## src/rtl/machina_pkg.sv

```systemverilog
// -----------------------------------------------------------------------------
// machina_pkg
//   Shared sizing helpers for the multiply_arbiter slice.
//   - tag_width : bits needed to name one of N requester ports
//   - ptr_width : bits needed to address one of DEPTH tag FIFO slots
//   - opa_lsb / opb_lsb : bit offsets of operand a / b of port i inside the
//     packed s_dat bus ({b, a} per port, 2*W bits per port)
// -----------------------------------------------------------------------------
package machina_pkg;

    function automatic int tag_width(input int n);
        return (n > 1) ? $clog2(n) : 1;
    endfunction

    function automatic int ptr_width(input int depth);
        return (depth > 1) ? $clog2(depth) : 1;
    endfunction

    function automatic int opa_lsb(input int port, input int w);
        return port * 2 * w;
    endfunction

    function automatic int opb_lsb(input int port, input int w);
        return port * 2 * w + w;
    endfunction

endpackage

```

## src/rtl/multiply.sv

```systemverilog
// -----------------------------------------------------------------------------
// multiply
//   Two-register elastic signed fixed-point multiplier.
//   Stage 1 holds operands, stage 2 holds the product (a*b) >>> Q truncated to
//   2*W bits. An accepted operand pair appears on m_stb two cycles after the
//   accepting cycle; full throughput when m_rdy stays high.
// Ports
//   clk   in  1    rising-edge clock
//   rst   in  1    synchronous reset, active-high (clears valid bits only)
//   s_stb in  1    operand strobe          s_rdy out 1   operand ready
//   s_a   in  W    signed operand a        s_b   in  W   signed operand b
//   m_stb out 1    product strobe          m_rdy in  1   product ready
//   m_dat out 2*W  product
// -----------------------------------------------------------------------------
module multiply #(
    parameter int W = 8,
    parameter int Q = 0
) (
    input  logic           clk,
    input  logic           rst,
    input  logic           s_stb,
    output logic           s_rdy,
    input  logic [W-1:0]   s_a,
    input  logic [W-1:0]   s_b,
    output logic           m_stb,
    input  logic           m_rdy,
    output logic [2*W-1:0] m_dat
);

    logic                  v1_q, v1_d, v2_q, v2_d;
    logic signed [W-1:0]   a1_q, a1_d, b1_q, b1_d;
    logic [2*W-1:0]        p2_q, p2_d;
    logic                  adv1, adv2;
    logic signed [2*W-1:0] prod_full;

    always_comb begin
        adv2      = ~v2_q | m_rdy;
        adv1      = ~v1_q | adv2;
        // The full signed product of two W-bit values always fits in 2*W bits.
        prod_full = (2*W)'(a1_q) * (2*W)'(b1_q);
        v1_d      = v1_q;
        a1_d      = a1_q;
        b1_d      = b1_q;
        v2_d      = v2_q;
        p2_d      = p2_q;
        if (adv1) begin
            v1_d = s_stb;
            a1_d = s_a;
            b1_d = s_b;
        end
        if (adv2) begin
            v2_d = v1_q;
            p2_d = prod_full >>> Q;
        end
    end

    assign s_rdy = adv1;
    assign m_stb = v2_q;
    assign m_dat = p2_q;

    always_ff @(posedge clk) begin
        // NOTE: state registers use non-blocking assignments so every flop
        // samples pre-edge values regardless of statement order.
        if (rst) begin
            v1_q <= 1'b0;
            v2_q <= 1'b0;
        end else begin
            v1_q <= v1_d;
            v2_q <= v2_d;
        end
    end

    // NOTE: data registers carry no reset; their contents are ignored while the
    // matching valid bit is low, so clearing them buys nothing.
    always_ff @(posedge clk) begin
        a1_q <= a1_d;
        b1_q <= b1_d;
        p2_q <= p2_d;
    end

endmodule

```

## src/rtl/rr_arbiter.sv

```systemverilog
// -----------------------------------------------------------------------------
// rr_arbiter
//   Combinational request arbiter: picks the first requester at or after the
//   round-robin pointer, wrapping cyclically.
//   Build option MULTIPLY_ARBITER_FIXED_PRIO_EN: lowest index always wins and
//   the pointer input disappears.
// Ports
//   req     in  N   request vector
//   ptr     in  TW  round-robin start index (round-robin build only)
//   gnt     out N   one-hot grant, zero when no request
//   gnt_idx out TW  index of the granted requester
//   gnt_vld out 1   some requester is granted
// -----------------------------------------------------------------------------
module rr_arbiter
    import machina_pkg::*;
#(
    parameter int N  = 4,
    parameter int TW = tag_width(N)
) (
    input  logic [N-1:0]  req,
`ifndef MULTIPLY_ARBITER_FIXED_PRIO_EN
    input  logic [TW-1:0] ptr,
`endif
    output logic [N-1:0]  gnt,
    output logic [TW-1:0] gnt_idx,
    output logic          gnt_vld
);

    always_comb begin
        // NOTE: every output gets a default before any condition, so no path
        // through this block can leave a signal unassigned and infer a latch.
        gnt_idx = '0;
        gnt_vld = 1'b0;
`ifdef MULTIPLY_ARBITER_FIXED_PRIO_EN
        // Scan high to low so the lowest requesting index is the last writer.
        for (int k = N - 1; k >= 0; k--) begin
            if (req[k]) begin
                gnt_idx = TW'(k);
                gnt_vld = 1'b1;
            end
        end
`else
        // Scan offsets high to low so the smallest offset from ptr wins.
        for (int k = N - 1; k >= 0; k--) begin
            if (req[(int'(ptr) + k) % N]) begin
                gnt_idx = TW'((int'(ptr) + k) % N);
                gnt_vld = 1'b1;
            end
        end
`endif
        gnt = gnt_vld ? (N'(1) << gnt_idx) : '0;
    end

endmodule

```

## src/rtl/multiply_arbiter.sv

```systemverilog
// -----------------------------------------------------------------------------
// multiply_arbiter
//   Shares one `multiply` datapath among N requesters. Operand side is
//   round-robin arbitrated; every grant pushes the winner's index into a tag
//   FIFO so each product returns, in issue order, to the port that sent it.
//   Build option MULTIPLY_ARBITER_FIXED_PRIO_EN: fixed priority (lowest index
//   wins), round-robin pointer removed. Return path identical in both builds.
// Ports
//   clk   in  1      rising-edge clock
//   rst   in  1      synchronous reset, active-low
//   s_stb in  N      operand strobe per port
//   s_dat in  N*2*W  port i operands at [i*2W +: 2W] = {b, a}, signed
//   s_rdy out N      operand ready; only the granted bit can be set
//   m_stb out N      result strobe, one-hot or zero
//   m_dat out 2*W    product, valid for the port whose m_stb bit is set
//   m_rdy in  N      result ready per port
// -----------------------------------------------------------------------------
module multiply_arbiter
    import machina_pkg::*;
#(
    parameter int N     = 4,
    parameter int W     = 8,
    parameter int Q     = 0,
    parameter int DEPTH = 4
) (
    input  logic             clk,
    input  logic             rst,
    input  logic [N-1:0]     s_stb,
    input  logic [N*2*W-1:0] s_dat,
    output logic [N-1:0]     s_rdy,
    output logic [N-1:0]     m_stb,
    output logic [2*W-1:0]   m_dat,
    input  logic [N-1:0]     m_rdy
);

    localparam int          TW       = tag_width(N);
    localparam int          PW       = ptr_width(DEPTH);
    localparam logic [PW:0] FULL_CNT = (PW+1)'(DEPTH);

    logic [N-1:0]   gnt;
    logic [TW-1:0]  gnt_idx;
    logic           gnt_vld;

    logic           mul_rst, mul_s_stb, mul_s_rdy, mul_m_stb, mul_m_rdy;
    logic [W-1:0]   mul_a, mul_b;
    logic [2*W-1:0] mul_m_dat;

    logic [TW-1:0]  tag_mem_q [DEPTH];
    logic [PW-1:0]  wr_ptr_q, wr_ptr_d, rd_ptr_q, rd_ptr_d;
    logic [PW:0]    count_q, count_d;
    logic [TW-1:0]  head;
    logic           fifo_full, fifo_empty, push, pop;
`ifndef MULTIPLY_ARBITER_FIXED_PRIO_EN
    logic [TW-1:0]  ptr_q, ptr_d;
`endif

    rr_arbiter #(.N(N), .TW(TW)) u_arb (
        .req     (s_stb),
`ifndef MULTIPLY_ARBITER_FIXED_PRIO_EN
        .ptr     (ptr_q),
`endif
        .gnt     (gnt),
        .gnt_idx (gnt_idx),
        .gnt_vld (gnt_vld)
    );

    always_comb begin
        fifo_full  = (count_q == FULL_CNT);
        fifo_empty = (count_q == '0);
        head       = tag_mem_q[rd_ptr_q];
        // A grant exists only for a strobing port, so push is the handshake.
        // Holding rst low also blocks issue: nothing is accepted to be dropped.
        push       = gnt_vld & mul_s_rdy & ~fifo_full & rst;
        s_rdy      = push ? gnt : '0;
        mul_s_stb  = push;
        mul_a      = s_dat[opa_lsb(int'(gnt_idx), W) +: W];
        mul_b      = s_dat[opb_lsb(int'(gnt_idx), W) +: W];
        // Head port's ready back-pressures the multiplier; the empty guard keeps
        // a stale head tag from ever being used as an index.
        mul_m_rdy  = ~fifo_empty & m_rdy[head];
        pop        = mul_m_stb & mul_m_rdy;
        m_stb      = mul_m_stb ? (N'(1) << head) : '0;
        m_dat      = mul_m_dat;
        wr_ptr_d   = wr_ptr_q + PW'(push);
        rd_ptr_d   = rd_ptr_q + PW'(pop);
        count_d    = count_q + (PW+1)'(push) - (PW+1)'(pop);
        mul_rst    = ~rst;
`ifndef MULTIPLY_ARBITER_FIXED_PRIO_EN
        ptr_d      = ptr_q;
        if (push) begin
            ptr_d = (gnt_idx == TW'(N - 1)) ? '0 : gnt_idx + TW'(1);
        end
`endif
    end

    multiply #(.W(W), .Q(Q)) u_mul (
        .clk   (clk),
        .rst   (mul_rst),
        .s_stb (mul_s_stb),
        .s_rdy (mul_s_rdy),
        .s_a   (mul_a),
        .s_b   (mul_b),
        .m_stb (mul_m_stb),
        .m_rdy (mul_m_rdy),
        .m_dat (mul_m_dat)
    );

    always_ff @(posedge clk) begin
        if (!rst) begin
            wr_ptr_q <= '0;
            rd_ptr_q <= '0;
            count_q  <= '0;
`ifndef MULTIPLY_ARBITER_FIXED_PRIO_EN
            ptr_q    <= '0;
`endif
        end else begin
            wr_ptr_q <= wr_ptr_d;
            rd_ptr_q <= rd_ptr_d;
            count_q  <= count_d;
`ifndef MULTIPLY_ARBITER_FIXED_PRIO_EN
            ptr_q    <= ptr_d;
`endif
        end
    end

    always_ff @(posedge clk) begin
        if (push) begin
            tag_mem_q[wr_ptr_q] <= gnt_idx;
        end
    end

endmodule

```

## config.mk

```make
export PLATFORM = sky130hd
export DESIGN_NAME = multiply_arbiter
export DESIGN_NICKNAME = d
export VERILOG_FILES = /design/src/rtl/machina_pkg.sv /design/src/rtl/multiply.sv /design/src/rtl/rr_arbiter.sv /design/src/rtl/multiply_arbiter.sv
export SDC_FILE = /design/constraint.sdc
export NUM_CORES = 1
export LEC_CHECK = 0
export ABC_AREA = 0
export BUFFER_PORTS_ARGS = -buffer_cell sky130_fd_sc_hd__buf_2
export CORE_MARGIN = 8
export CORE_UTILIZATION = 50
export DETAILED_ROUTE_END_ITERATION = 10
export PLACE_DENSITY = 0.8
export SLEW_MARGIN = 40
export SYNTH_ARGS = -nofsm -noshare
export SYNTH_HDL_FRONTEND = slang
export SYNTH_SLANG_ARGS = --single-unit
```

## constraint.sdc

```tcl
create_clock -name clk -period 14.25 [get_ports clk]
set_input_delay 2.85 -clock clk [delete_from_list [all_inputs] [get_ports clk]]
set_output_delay 2.85 -clock clk [all_outputs]
set_load 0.02 [all_outputs]
```

==> impl_results.md <==
* DRT iter0 DRCs at 111
* Synth Net Count at 671
* Die Y at 116 um
* Initial cell density of the core at 0.512
* DRC at 0
* Unique masters post-synth at 45
* Drt first pass iters at 4
* CP cell instances: buf_2 > a21oi_1 > o21a_1 > o22ai_2 > buf_4 > inv_2 > ha_1 > and2_1 > buf_2
* Crit path max fanout at 38
* Synth Cell Area at 4980 um^2
* Die area at 13400 um^2
* Synthesized flop and latch total at 51
* Antenna violations before repair at 0
* Area grow syn2layout at 15.0%
* CTS sink cnt at 51
* Row cnt at 36
* Top post-synthesis cells by count: inv_1 (98), and2_1 (70), fa_1 (56)
* Post-cts sizing count at 0
* TritonCTS clock tree: built
* Kind of critical path: input pin to primary output
* Fillcell total at 861
* Share of layout cells above drive strength 1 at 0.198
* Main synth FF type: edfxtp_1
* Max cap viols at 0
* CP max stage cell: inv_2
* Vias at 3738
* Achievable frequency at 0.135 GHz
* Gpl congestion at 0.838
* Number of global-route vias before repair at 3952
* Worst path arrival time at 4.53 ns
* All-Layer GR Usage at 0.162
* Slew headroom at 0.551
* Ranking of synthesized cells by area: edfxtp_1 (24%), fa_1 (23%), ha_1 (9.3%)
* Launch point of the worst reg-to-reg path: u_mul.b1_q[3]
* Startpoint types: input pin
* Root Buffer: clkbuf_8
* Clock Path Buffers at 2
* Die W at 116 um
* Post-CTS Setup Inserts at 0
* Asr flop ratio synth at 0
* Pin count of the biggest net entering global routing at 40
* Net count, final at 767
* Sequential area share after synthesis at 0.285
* Post-synth top area share at 0.241
* Final hold violation count at 0
* Area of the multi-input gates at 3170 um^2
* FF+latch area at 1420 um^2
* Worst path buffer plus inverter count at 4
* Worst Hold Launch: u_mul.v1_q
* Hold_buf cts at 0
* Post-synth EDFFs at 40
* Crit share post-route at 0.518
* ANT cells at 0
* Status: complete, no violations
* Count leader, synth: inv_1
* H-tree depth at 2
* Mean area per synthesized cell at 9.88 um^2
* Detailed-route wire length at 10300 um
* Hpwl dp at 8740 um
* Tmin final at 7.38 ns
* GR Overflow Total at 0
* Setup Viol. Count Final at 0
* RSZ-0062 raised after global routing: false
* Worst-Margin Slew at 0.665 ns
* Antenna Nets Post-Route at 0
* CORE AREA at 9730 um^2
* Setup Skew at 0.0102 ns
* Ports at 98
* Synthesis warning total at 0
* Cell accounting for the most synthesized area: edfxtp_1
* Vias per inst at 5.09
* Worst min path class: register to register
* Worst path top cell family by delay: buffers and inverters
* CP max stage delay at 0.46 ns
* Skew-Pair Late Insertion Delay at 0.32 ns
* Drt wl/cell at 14.1 um
* Setup TNS at 0 ns
* First-pass GRT wire length at 17500 um
* Fin. max-slew vios at 0
* Syn Inst Count at 504
* Worst setup startpoint: s_stb[0]
* Clock-pin transition on the worst setup and hold timing paths at 0.11 ns
* Most used cell along the critical path: buf_2
* CTS buffer count at 5
* Crit end category: primary output
* Worst EP required at 11.40 ns
* PortBufs at 97
==> cells by family (layout without fill, tap and decap cells) <==
family                     after synthesis  count (layout)  synth area share
buffers and inverters                  108             205            0.0834
and+or+nand+nor                        163             163             0.173
DFF                                     51              51             0.285
xor gates and xnor gates                19              19            0.0334
muxes                                    6               6            0.0181
adders and majority gates               93              93             0.318
AOI/OAI and AO/OA                       64              64            0.0882
==> path summary, 6_finish.rpt <==
path / to / slack, ns / cells after the start
max: s_rdy[3] / 6.87 / 9
min: u_mul.m_stb / 0.46 / 2
max reg2reg: u_mul.m_dat[14] / 9.40 / 14
min reg2reg: u_mul.m_stb / 0.46 / 2
==> registers in the layout, indices dropped and copies added, names as in the netlist <==
register	cells
tag_mem_q	8
wr_ptr_q	2
rd_ptr_q	2
u_mul.a1_q	8
u_mul.v1_q	1
u_mul.b1_q	8
u_mul.m_stb	1
count_q	3
ptr_q	2
u_mul.m_dat	16
==> routing by layer <==
metal / part of all wire / routed length [um] / vias up / track usage
li1: - / - / 1816 / -
met5: 0 / 0 / - / 0
met3: 0.055 / 566 / 16 / 0.0307
met4: 0.018 / 182 / 0 / 0.0475
met1: 0.44 / 4510 / 1762 / 0.191
met2: 0.49 / 5080 / 144 / 0.292
==> cell usage in the layout, fill, tap and decap left out, types with 2 or more instances in the layout <==
master    synthesis  routed
nand2_1          50      50
nand2b_1          5       4
clkbuf_8          0       5
buf_2             2      97
edfxtp_1         40      40
fa_1             56      56
dfxtp_1          11      11
xnor2_1          16      16
a31oi_1          17      17
mux4_2            2       2
and2_1           70      70
buf_4             0       2
nor4_1            2       2
nor2_1           16      16
a21oi_1           9       9
a21o_1            2       2
mux2i_1           2       2
nor3_1            4       3
inv_1            98      97
a211oi_1         16      16
inv_6             0       2
ha_1             37      37
o21ai_0           4       4
nor2b_1           8       8
xor2_1            3       3
o21a_1            5       5
==> stage by stage <==
| step | area, um^2 | util | hold WS, ns | setup WS, ns | cells |
|---|---|---|---|---|---|
| final | 5730 | 0.589 | 0.461 | 6.87 | 734 |
| after detailed placement | 5620 | 0.578 | 0.440 | 6.88 | 726 |
| after global placement | 5610 | 0.577 | 0.428 | 6.64 | 726 |
| after floorplan | 4980 | - | 0.421 | 7.12 | 504 |
| after CTS | 5720 | 0.588 | 0.466 | 6.88 | 734 |
| after global routing | 5730 | 0.589 | 0.498 | 6.73 | 734 |
==> layout make-up <==
cell class	instances	area share
clock buffer	5	0.0120
inverter	98	0.0642
sequential	51	0.248
tap	133	0.0291
clock inverter	3	0.00590
multi-input combinational	345	0.553
timing repair buffer	99	0.0874
==> worst reg2reg max path: stages (launching register included) <==
cell	delay, ns
edfxtp_1	0.52
and2_1	0.26
fa_1	0.58
inv_1	0.16
fa_1	0.56
inv_1	0.06
fa_1	0.54
inv_1	0.06
fa_1	0.52
inv_1	0.04
ha_1	0.23
or4_1	0.40
o21a_1	0.23
a2111oi_0	0.40
a311o_1	0.16
Power is left out: the tool's default activity adds up to more than one toggle a clock period on the data nets, which glitch-free logic cannot reach.
